## src/rtl/dft_pkg.sv

```systemverilog
// Shared types and constants for the DDR ATPG capture-clock controller.
// Latency: n/a (package only).
// Backpressure: n/a (package only).
package dft_pkg;

    typedef enum logic [2:0] {
        ST_IDLE    = 3'd0,
        ST_ARMED   = 3'd1,
        ST_SETTLE  = 3'd2,
        ST_CAPTURE = 3'd3,
        ST_HOLD    = 3'd4
    } dft_cap_state_e;

    // Select codes understood by the downstream one-hot clock gating stage.
    localparam logic [1:0] DDR_SEL_NONE   = 2'b00;
    localparam logic [1:0] DDR_SEL_DFI    = 2'b01;
    localparam logic [1:0] DDR_SEL_DFICTL = 2'b10;
    localparam logic [1:0] DDR_SEL_APB    = 2'b11;

    // The shared down counter must hold both SETTLE_CYC-1 and a clamped pulse count minus one.
    function automatic int ctr_width(input int cnt_w, input int settle_cyc);
        int w_s;
        w_s = $clog2(settle_cyc);
        if (w_s < 1) begin
            w_s = 1;
        end
        return (cnt_w > w_s) ? cnt_w : w_s;
    endfunction

endpackage

```

## src/rtl/dft_cap_down_counter.sv

```systemverilog
// Loadable down counter with zero flag, shared by the settle and capture phases.
// Latency: load/decrement visible one clk after the request; zero flag decodes the register.
// Backpressure: none; load has priority over decrement, decrement saturates at zero.
// Ports: clk_i/rst_i (sync, active-high), load_i + load_val_i, dec_i, zero_o.
module dft_cap_down_counter #(
    parameter int W = 3
) (
    input  logic         clk_i,
    input  logic         rst_i,
    input  logic         load_i,
    input  logic [W-1:0] load_val_i,
    input  logic         dec_i,
    output logic         zero_o
);

    logic [W-1:0] cnt_q;
    logic [W-1:0] cnt_d;

    always_comb begin
        cnt_d = cnt_q;
        if (load_i) begin
            cnt_d = load_val_i;
        end else if (dec_i && (cnt_q != '0)) begin
            cnt_d = cnt_q - W'(1);
        end
    end

    always_ff @(posedge clk_i) begin
        if (rst_i) begin
            cnt_q <= '0;
        end else begin
            cnt_q <= cnt_d;
        end
    end

    assign zero_o = (cnt_q == '0);

endmodule

```

## src/rtl/dft_ddr_capture_ctrl.sv

```systemverilog
// Sequences shift -> settle -> capture -> hold per scan pattern and drives the DDR capture clock select.
// Latency: first capture cycle SETTLE_CYC+1 clk after scan_enable drops; all outputs registered.
// Backpressure: config accepted (cfg_ready_o) only in IDLE/ARMED; cfg_valid_i is held off elsewhere.
// Ports: clk_i, rst_i, scan_mode_i, scan_enable_i, cfg_valid_i/cfg_ready_o, cfg_clk_sel_i,
//        cfg_pulse_cnt_i, ddr_clk_sel_o, cap_active_o, pattern_done_o, busy_o.
module dft_ddr_capture_ctrl
    import dft_pkg::*;
#(
    parameter int CNT_W      = 3,
    parameter int MAX_PULSES = 4,
    parameter int SETTLE_CYC = 4
) (
    input  logic             clk_i,
    input  logic             rst_i,
    input  logic             scan_mode_i,
    input  logic             scan_enable_i,
    input  logic             cfg_valid_i,
    output logic             cfg_ready_o,
    input  logic [1:0]       cfg_clk_sel_i,
    input  logic [CNT_W-1:0] cfg_pulse_cnt_i,
    output logic [1:0]       ddr_clk_sel_o,
    output logic             cap_active_o,
    output logic             pattern_done_o,
    output logic             busy_o
);

    localparam int               CTR_W       = ctr_width(CNT_W, SETTLE_CYC);
    localparam logic [CTR_W-1:0] SETTLE_LOAD = CTR_W'(SETTLE_CYC - 1);
    localparam logic [CNT_W-1:0] MAX_CNT     = CNT_W'(MAX_PULSES);

    dft_cap_state_e   state_q, state_d;
    logic             se_q;
    logic [1:0]       sel_q;
    logic [CNT_W-1:0] cnt_q;

    logic             cfg_ready_q;
    logic [1:0]       ddr_clk_sel_q;
    logic             cap_active_q;
    logic             pattern_done_q;
    logic             busy_q;

    logic             done_d;
    logic             ctr_load;
    logic [CTR_W-1:0] ctr_val;
    logic             ctr_dec;
    logic             ctr_zero;

    logic se_fall;
    logic cfg_xfer;
    logic cap_ok;

    assign se_fall  = se_q & ~scan_enable_i;
    assign cfg_xfer = cfg_valid_i & cfg_ready_q;
    // A pattern with no clock selected or zero pulses skips CAPTURE but still completes.
    assign cap_ok   = (sel_q != DDR_SEL_NONE) && (cnt_q != '0);

    dft_cap_down_counter #(.W(CTR_W)) u_ctr (
        .clk_i      (clk_i),
        .rst_i      (rst_i),
        .load_i     (ctr_load),
        .load_val_i (ctr_val),
        .dec_i      (ctr_dec),
        .zero_o     (ctr_zero)
    );

    always_comb begin
        state_d  = state_q;
        done_d   = 1'b0;
        ctr_load = 1'b0;
        ctr_val  = '0;
        ctr_dec  = 1'b0;
        if (!scan_mode_i) begin
            state_d = ST_IDLE;
        end else begin
            case (state_q)
                ST_IDLE: state_d = ST_ARMED;
                ST_ARMED: begin
                    if (se_fall) begin
                        state_d  = ST_SETTLE;
                        ctr_load = 1'b1;
                        ctr_val  = SETTLE_LOAD;
                    end
                end
                ST_SETTLE: begin
                    if (scan_enable_i) begin
                        state_d = ST_ARMED;
                    end else if (!ctr_zero) begin
                        ctr_dec = 1'b1;
                    end else if (cap_ok) begin
                        // Counter runs cnt_q-1 .. 0, giving exactly cnt_q CAPTURE cycles.
                        state_d  = ST_CAPTURE;
                        ctr_load = 1'b1;
                        ctr_val  = CTR_W'(cnt_q) - CTR_W'(1);
                    end else begin
                        state_d = ST_HOLD;
                        done_d  = 1'b1;
                    end
                end
                ST_CAPTURE: begin
                    if (scan_enable_i) begin
                        state_d = ST_ARMED;
                    end else if (!ctr_zero) begin
                        ctr_dec = 1'b1;
                    end else begin
                        state_d = ST_HOLD;
                        done_d  = 1'b1;
                    end
                end
                ST_HOLD: begin
                    if (scan_enable_i) begin
                        state_d = ST_ARMED;
                    end
                end
                default: state_d = ST_IDLE;
            endcase
        end
    end

    // Outputs are decoded from the next state so they change on the same edge as the state.
    always_ff @(posedge clk_i) begin
        if (rst_i) begin
            state_q        <= ST_IDLE;
            se_q           <= 1'b0;
            sel_q          <= DDR_SEL_NONE;
            cnt_q          <= '0;
            cfg_ready_q    <= 1'b1;
            ddr_clk_sel_q  <= DDR_SEL_NONE;
            cap_active_q   <= 1'b0;
            pattern_done_q <= 1'b0;
            busy_q         <= 1'b0;
        end else begin
            state_q <= state_d;
            se_q    <= scan_enable_i;
            if (cfg_xfer) begin
                sel_q <= cfg_clk_sel_i;
                cnt_q <= (cfg_pulse_cnt_i > MAX_CNT) ? MAX_CNT : cfg_pulse_cnt_i;
            end
            cfg_ready_q    <= (state_d == ST_IDLE) || (state_d == ST_ARMED);
            ddr_clk_sel_q  <= (state_d == ST_CAPTURE) ? sel_q : DDR_SEL_NONE;
            cap_active_q   <= (state_d == ST_CAPTURE);
            pattern_done_q <= done_d;
            busy_q         <= (state_d == ST_SETTLE) || (state_d == ST_CAPTURE) ||
                              (state_d == ST_HOLD);
        end
    end

    assign cfg_ready_o    = cfg_ready_q;
    assign ddr_clk_sel_o  = ddr_clk_sel_q;
    assign cap_active_o   = cap_active_q;
    assign pattern_done_o = pattern_done_q;
    assign busy_o         = busy_q;

endmodule

```

## config.mk

```make
export PLATFORM = sky130hd
export DESIGN_NAME = dft_ddr_capture_ctrl
export DESIGN_NICKNAME = d
export VERILOG_FILES = /design/src/rtl/dft_pkg.sv /design/src/rtl/dft_cap_down_counter.sv /design/src/rtl/dft_ddr_capture_ctrl.sv
export SDC_FILE = /design/constraint.sdc
export NUM_CORES = 1
export LEC_CHECK = 0
export ABC_AREA = 1
export CORE_MARGIN = 4
export CORE_UTILIZATION = 46
export CTS_BUF_LIST = sky130_fd_sc_hd__clkbuf_16
export CTS_CLUSTER_SIZE = 25
export DETAILED_ROUTE_END_ITERATION = 8
export PLACE_DENSITY_LB_ADDON = 0.15
export SLEW_MARGIN = 10
export SYNTH_ARGS = -nofsm -noshare
export SYNTH_HDL_FRONTEND = slang
export SYNTH_SLANG_ARGS = --single-unit
export TNS_END_PERCENT = 50
```

## constraint.sdc

```tcl
create_clock -name clk_i -period 1.4 [get_ports clk_i]
set_input_delay 0.14 -clock clk_i [delete_from_list [all_inputs] [get_ports clk_i]]
set_output_delay 0.14 -clock clk_i [all_outputs]
set_load 0.02 [all_outputs]
```

==> out/metrics.yaml, run 1 <==
die:
  dieWidth_um: 53.0
  initial_core_util: 0.480
  io_pins: 16
  die-area_um2: 2810
  rows: 16
  core_um2: 1940
  dieHeight_um: 53.0
pwr:
  p_int_uw: 977
  sw_frac_of_total: 0.219
  ir_drop_v: 0.00109
  pwr-share-seq: 0.427
  power_density_nw_per_um2: 943
  p_leak_uw: 0.000612
  p_sw_uw: 274
  p_total_uw: 1250
  p_comb_frac: 0.120
  clkPwrFrac: 0.453
sta:
  rsz0062_at_grt: "yes"
  layout_min_cycle_time_ns: 1.34
  finalHoldViolations: 0
  fmax_mhz: 744
  hold_ws_ns: 0.396
  setup_viol: 0
  relSlewSlack: 0.832
  maxSlewViolCount: 0
  fin_worst_skew_ns: 0.00299
  max_slew.worst_pin.slew_ns: 0.252
  fin_crit_sh: 0.960
worst_setup_path:
  criticalPathCategory: "reg -> reg"
  worstPathArrival_ns: 1.49
  end_kind: "register"
  r2r_cells: 11
  setup.worst_path.start: "cnt_q[1]"
  cp_max_fo: 3
  worstPathRequired_ns: 1.54
  critPathLaunchType: "register"
  r2r_end: "u_ctr.cnt_q[2]"
  rr_startpoint: "cnt_q[1]"
  rrSetupSlack_ns: 0.06
placed_design:
  dpl_cell_area_um2: 1160
  routabilityCongestion: 0.839
  port_buffers: 15
  dp_hpwl_um: 1590
finish:
  nets: 167
  multiInputGateArea_um2: 544
  postLayoutCoreUtil: 0.683
  fill_cells: 169
  seqCellArea_um2: 363
  drive_gt1_frac: 0.309
  syn2layout_area_growth_pct: 42.3
  n_antenna_cell: 0
  fin_area_um2: 1330
clock_network:
  clockBufferDepth: 2
  cts_buffers: 3
  clock-root-buffer: "clkbuf_16"
  cts.sinks: 18
  hold_buffers: 0
  clkLatencyLatePin_ns: 0.25
  cts_tree: "done"
  path_clk_slew_ns: 0.05
  h-tree-depth: 1
global_route:
  use_met3: 0.0394
  grt_max_degree: 11
  antenna_found_initial: 0
  top_usage_layer: "met2"
  grtUsageMet1: 0.181
  grt_overflow: 0
  grt_pass1_vias: 788
  grt_pass1_wl_um: 3310
  grt_usage: 0.165
  met2_usage: 0.293
routing:
  drc: 0
  first_pass_iters: 4
  antenna_left: 0
  drtIter0Drc: 21
  route.vias.total: 842
  wl_per_cell_um: 11.6
  drt-vias-per-instance: 4.70
  drt-total-wl_um: 2080
worst_hold_path:
  worstHoldStart: "scan_enable_i"
  whs_path_depth: 4
  worst_hold_path.endpoint: "se_q"
  hold_class: "in -> reg"
synth:
  yosysWarnings: 0
  yosysUniqueCellTypes: 24
  syn_nets: 139
  seq_area_frac_synth: 0.387
  syn_inst: 125
  syn_avg_cell_area_um2: 7.46
  synth_seq_cells: 18
  synth_area_um2: 932
outcome:
  outcome: "finished clean"
run:
  cap_violations: 0
[power by group through the flow]
stage	Sequential (µW)	Clock, µW	Combinational [µW]
floorplan	543	0	70.0
global placement	543	0	123
detailed placement	544	0	126
CTS	534	576	144
global route	535	604	163
finish	534	567	150
[layout by cell type, fill, tap and decap left out, drive strengths merged]
master	n
a21oi	7
a31oi	1
buf	9
clkbuf	3
clkdlybuf4s50	14
clkinv	2
dfxtp	18
dlymetal6s2s	1
ha	4
inv	22
nand2	24
nand3	12
nand3b	1
nand4	1
nor2	18
nor3	5
o21ai	8
xnor2	1
xor2	1
[registers in the layout (all words and copies together) (netlist names)]
name,count
u_ctr.cnt_q,3
cap_active_o,1
ddr_clk_sel_o,2
se_q,1
busy_o,1
cfg_ready_o,1
sel_q,2
cnt_q,3
pattern_done_o,1
state_q,3
[cell families (layout without fill, tap and decap cells)]
family / count (synthesis) / in the layout / share of synthesized area
simple gates: 61 / 61 / 0.353
buf+inv: 24 / 51 / 0.101
flops: 18 / 18 / 0.387
compound gates: 16 / 16 / 0.0873
fa+ha+maj: 4 / 4 / 0.0537
xor+xnor: 2 / 2 / 0.0188
[routing by layer]
metal / vias to the layer above / share of wire
li1: 449 / -
met1: 373 / 0.45
met2: 16 / 0.49
met3: 4 / 0.045
met4: 0 / 0.016
met5: - / 0
[layout make-up]
class                      count  share of cell area
multi-input combinational     83               0.410
sequential                    18               0.274
timing repair buffer          24               0.166
inverter                      23              0.0651
clock buffer                   3              0.0566
tap                           27              0.0255
clock inverter                 1             0.00283
[worst max-delay path by stage]
stage / to / slack (ns) / cells past startpoint
3_5_place_dp: u_ctr.cnt_q[1] / -0.15 / 9
5_1_grt: u_ctr.cnt_q[0] / -0.01 / 11
6_report: u_ctr.cnt_q[2] / 0.06 / 11
2_1_floorplan: u_ctr.cnt_q[1] / 0.08 / 12
3_3_place_gp: u_ctr.cnt_q[1] / -0.11 / 9
4_1_cts: cfg_ready_o / 0.003 / 9
[timing repair]
item	4_1_cts	5_1_grt
pin swaps	8	4
setup buffers	1	1
gates resized for setup	11	10
endpoints found under the setup margin	7	8
[stage by stage]
step	setup WS [ns]	TNS, ns	std cells
5_1_grt	-0.0106	-0.0107	179
3_5_place_dp	-0.154	-1.20	173
6_report	0.0566	0	179
4_1_cts	0.00296	0	178
2_1_floorplan	0.0832	0	125
3_3_place_gp	-0.110	-0.836	173
[Yosys cell counts (all sizes together)]
library cell / count / area, µm²
nand4: 1 / 6.26
nand2: 24 / 113
clkinv: 1 / 3.75
nor3: 5 / 25.0
xnor2: 1 / 8.76
inv: 22 / 82.6
nand3b: 1 / 7.51
o21ai: 8 / 40.0
nand3: 12 / 82.6
nor2: 18 / 95.1
ha: 4 / 50.1
dfxtp: 18 / 360
a31oi: 1 / 6.26
a21oi: 7 / 35.0
buf: 1 / 7.51
xor2: 1 / 8.76
[worst max-delay path, stage by stage, from the launching register on]
cell and delay, ns:
dfxtp_2 0.32, inv_2 0.08, ha_4 0.15, nand2_4 0.05, nand2_4 0.06, nor2_4 0.05, buf_4 0.12, buf_4 0.12
nand4_1 0.06, nand3_1 0.07, nor2_1 0.12, nor2_1 0.05
Note: power is estimated with default switching activity, not from simulation.
==> run 2, diff against run 1 <==
--- a/config.mk
+++ b/config.mk
@@ -7,7 +7,7 @@
 export LEC_CHECK = 0
 export ABC_AREA = 1
 export CORE_MARGIN = 4
-export CORE_UTILIZATION = 46
+export CORE_UTILIZATION = 50
 export CTS_BUF_LIST = sky130_fd_sc_hd__clkbuf_16
 export CTS_CLUSTER_SIZE = 25
 export DETAILED_ROUTE_END_ITERATION = 8
==> constraint.sdc (replaced) <==
create_clock -name clk_i -period 1.7 [get_ports clk_i]
set_input_delay 0.17 -clock clk_i [delete_from_list [all_inputs] [get_ports clk_i]]
set_output_delay 0.17 -clock clk_i [all_outputs]
set_load 0.005 [all_outputs]
==> run 2 against run 1 <==
- largest power group unchanged
- final cell count decreased by 5.0%
- sequential share of layout area grew 2.7 points
- first-iteration DRC count is 4.8% lower
- sequential power shrank 18%
- design area shrank 9.5%
- critical endpoint is now u_ctr.cnt_q[1]
==> out/metrics.yaml, run 2 (same netlist as run 1, synthesis figures left out) <==
outcome:
  outcome: "finished clean"
clock_network:
  hold_buffers: 0  # unchanged
  path_clk_slew_ns: 0.05  # about the same
  clockBufferDepth: 2  # unchanged
  cts_buffers: 3  # unchanged
  post_cts_resized: 0  # -11
  clock-root-buffer: "clkbuf_16"
  cts_setup_buffers: 0  # -1
  cts_tree: "done"
  clkLatencyLatePin_ns: 0.25  # about the same
  cts.sinks: 18  # unchanged
  h-tree-depth: 1  # unchanged
worst_setup_path:
  r2r_cells: 11  # unchanged
  worstPathArrival_ns: 1.71  # +0.22 ns
  criticalPathCategory: "reg -> reg"
  worstPathRequired_ns: 1.89  # +0.35 ns
  critPathLaunchType: "register"
  cp_max_fo: 7  # +4
  end_kind: "register"
pwr:
  p_leak_uw: 0.000535  # -13%
  ir_drop_v: 0.000705  # -35%
  power_density_nw_per_um2: 842  # -11%
finish:
  finalNonFillerCells: 170  # -5.0%
  final_common_cell: "dfxtp_1"
  top_regs: "cnt_q: 3 flops, state_q: 3 flops, u_ctr.cnt_q: 3 flops"
  nets: 160  # -4.2%
  drive_gt1_frac: 0.193  # -0.116
  mostFrequentLayoutCells: "dfxtp_1 (18), nand2_1 (17), inv_1 (16), clkdlybuf4s50_1 (15), nor2_1 (11)"
  n_antenna_cell: 0  # unchanged
  syn2layout_area_growth_pct: 28.7
run:
  cap_violations: 0  # unchanged
routing:
  drtIter0Drc: 20  # -4.8%
  wl_met2_um: 1020  # -0.39%
  drt-vias-per-instance: 5.14  # +9.3%
  first_pass_iters: 4  # unchanged
  routed.top_layer: "met4"
  wl_per_cell_um: 12.1  # +4.3%
  antenna_left: 0  # unchanged
  met1_length_um: 896  # -3.2%
  route.vias.total: 874  # +3.8%
  dr_wl_met3_um: 104  # +11%
  drt-total-wl_um: 2060  # -0.96%
  drc: 0  # unchanged
worst_hold_path:
  hold_class: "reg -> reg"
  whs_path_depth: 2  # -2
sta:
  finalSetupTns_ns: 0  # unchanged
  rsz0062_at_grt: "no"
  fin_crit_sh: 0.896  # -0.0635
  fmax_mhz: 657  # -12%
  layout_min_cycle_time_ns: 1.52  # +0.180 ns
  finalHoldViolations: 0  # unchanged
  relSlewSlack: 0.833  # about the same
  max_slew.worst_pin.slew_ns: 0.250  # -0.00137 ns
  setup_viol: 0  # unchanged
  fin_worst_skew_ns: 0.000851  # -0.00214 ns
  maxSlewViolCount: 0  # unchanged
die:
  core_um2: 1750  # -10%
  initial_core_util: 0.534  # +0.0540
  dieWidth_um: 51.2  # -3.5%
  die-area_um2: 2620  # -6.8%
  io_pins: 16  # unchanged
  rows: 15  # -1
  dieHeight_um: 51.2  # -3.5%
global_route:
  grt_pass1_vias: 835  # +6.0%
  antenna_found_initial: 0  # unchanged
  grt_overflow: 0  # unchanged
  grt_max_degree: 11  # unchanged
  grt_usage: 0.181  # +0.0162
  grt_pass1_wl_um: 3550  # +7.1%
placed_design:
  place_inst: 166  # -4.0%
  routabilityCongestion: 0.863  # +2.9%
  dp_hpwl_um: 1610  # +1.5%
  port_buffers: 15  # unchanged
==> run 2: cell count changes in the layout (fill, tap and decap cells not counted), moves of 3 or more <==
cell,delta
inv_2,-4
buf_4,-7
nand2_4,-5
nand2_2,+3
inv_1,+4
==> run 2: critical path, stage by stage, from the launching register on <==
cell and delay [ns]:
dfxtp_1 0.32, inv_1 0.09, ha_1 0.23, nand2_2 0.08, nand2_2 0.07, nor2_2 0.14
nand2_2 0.11, nand3_4 0.10, nand2_4 0.08, nand2_1 0.06, nand2_1 0.06, nor2_1 0.11
==> run 2: power breakdown <==
| part | leakage [µW] | internal (µW) | total [µW] | switching (µW) |
|---|---|---|---|---|
| Clock | 0.0000385 | 313 | 471 | 158 |
| Combinational | 0.000350 | 44.0 | 100 | 56.1 |
| Sequential | 0.000147 | 433 | 439 | 5.79 |
==> run 2: worst paths after layout <==
path,endpoint,slack [ns],startpoint
setup / recovery,u_ctr.cnt_q[1],0.18,cnt_q[0]
hold / removal,cnt_q[0],0.47,cnt_q[0]
setup reg to reg,u_ctr.cnt_q[1],0.18,cnt_q[0]
hold reg to reg,cnt_q[0],0.47,cnt_q[0]
==> run 2: metal layers <==
metal	global-route usage	up-vias
met3	0.0466	6
li1	-	435
met5	0	-
met1	0.214	403
met4	0.0673	0
met2	0.313	30
==> run 2: area by class of cell <==
type	count	area, µm²
clock buffer	3	75.1
clock inverter	1	3.75
fill	158	546
inverter	23	86.3
multi-input combinational	83	478
sequential	18	360
tap	25	31.3
timing repair buffer	17	165
==> run 2: through the flow <==
step / util / area, µm² / total power (µW) / setup slack (ns) / hold WS [ns]
finish: 0.687 / 1200 / 1010 / 0.177 / 0.466
global placement: 0.642 / 1120 / 544 / 0.171 / 0.454
global route: 0.687 / 1200 / 1050 / 0.0550 / 0.501
CTS: 0.687 / 1200 / 1010 / 0.201 / 0.467
floorplan: - / 932 / 504 / 0.383 / 0.239
detailed placement: 0.642 / 1120 / 547 / 0.133 / 0.457
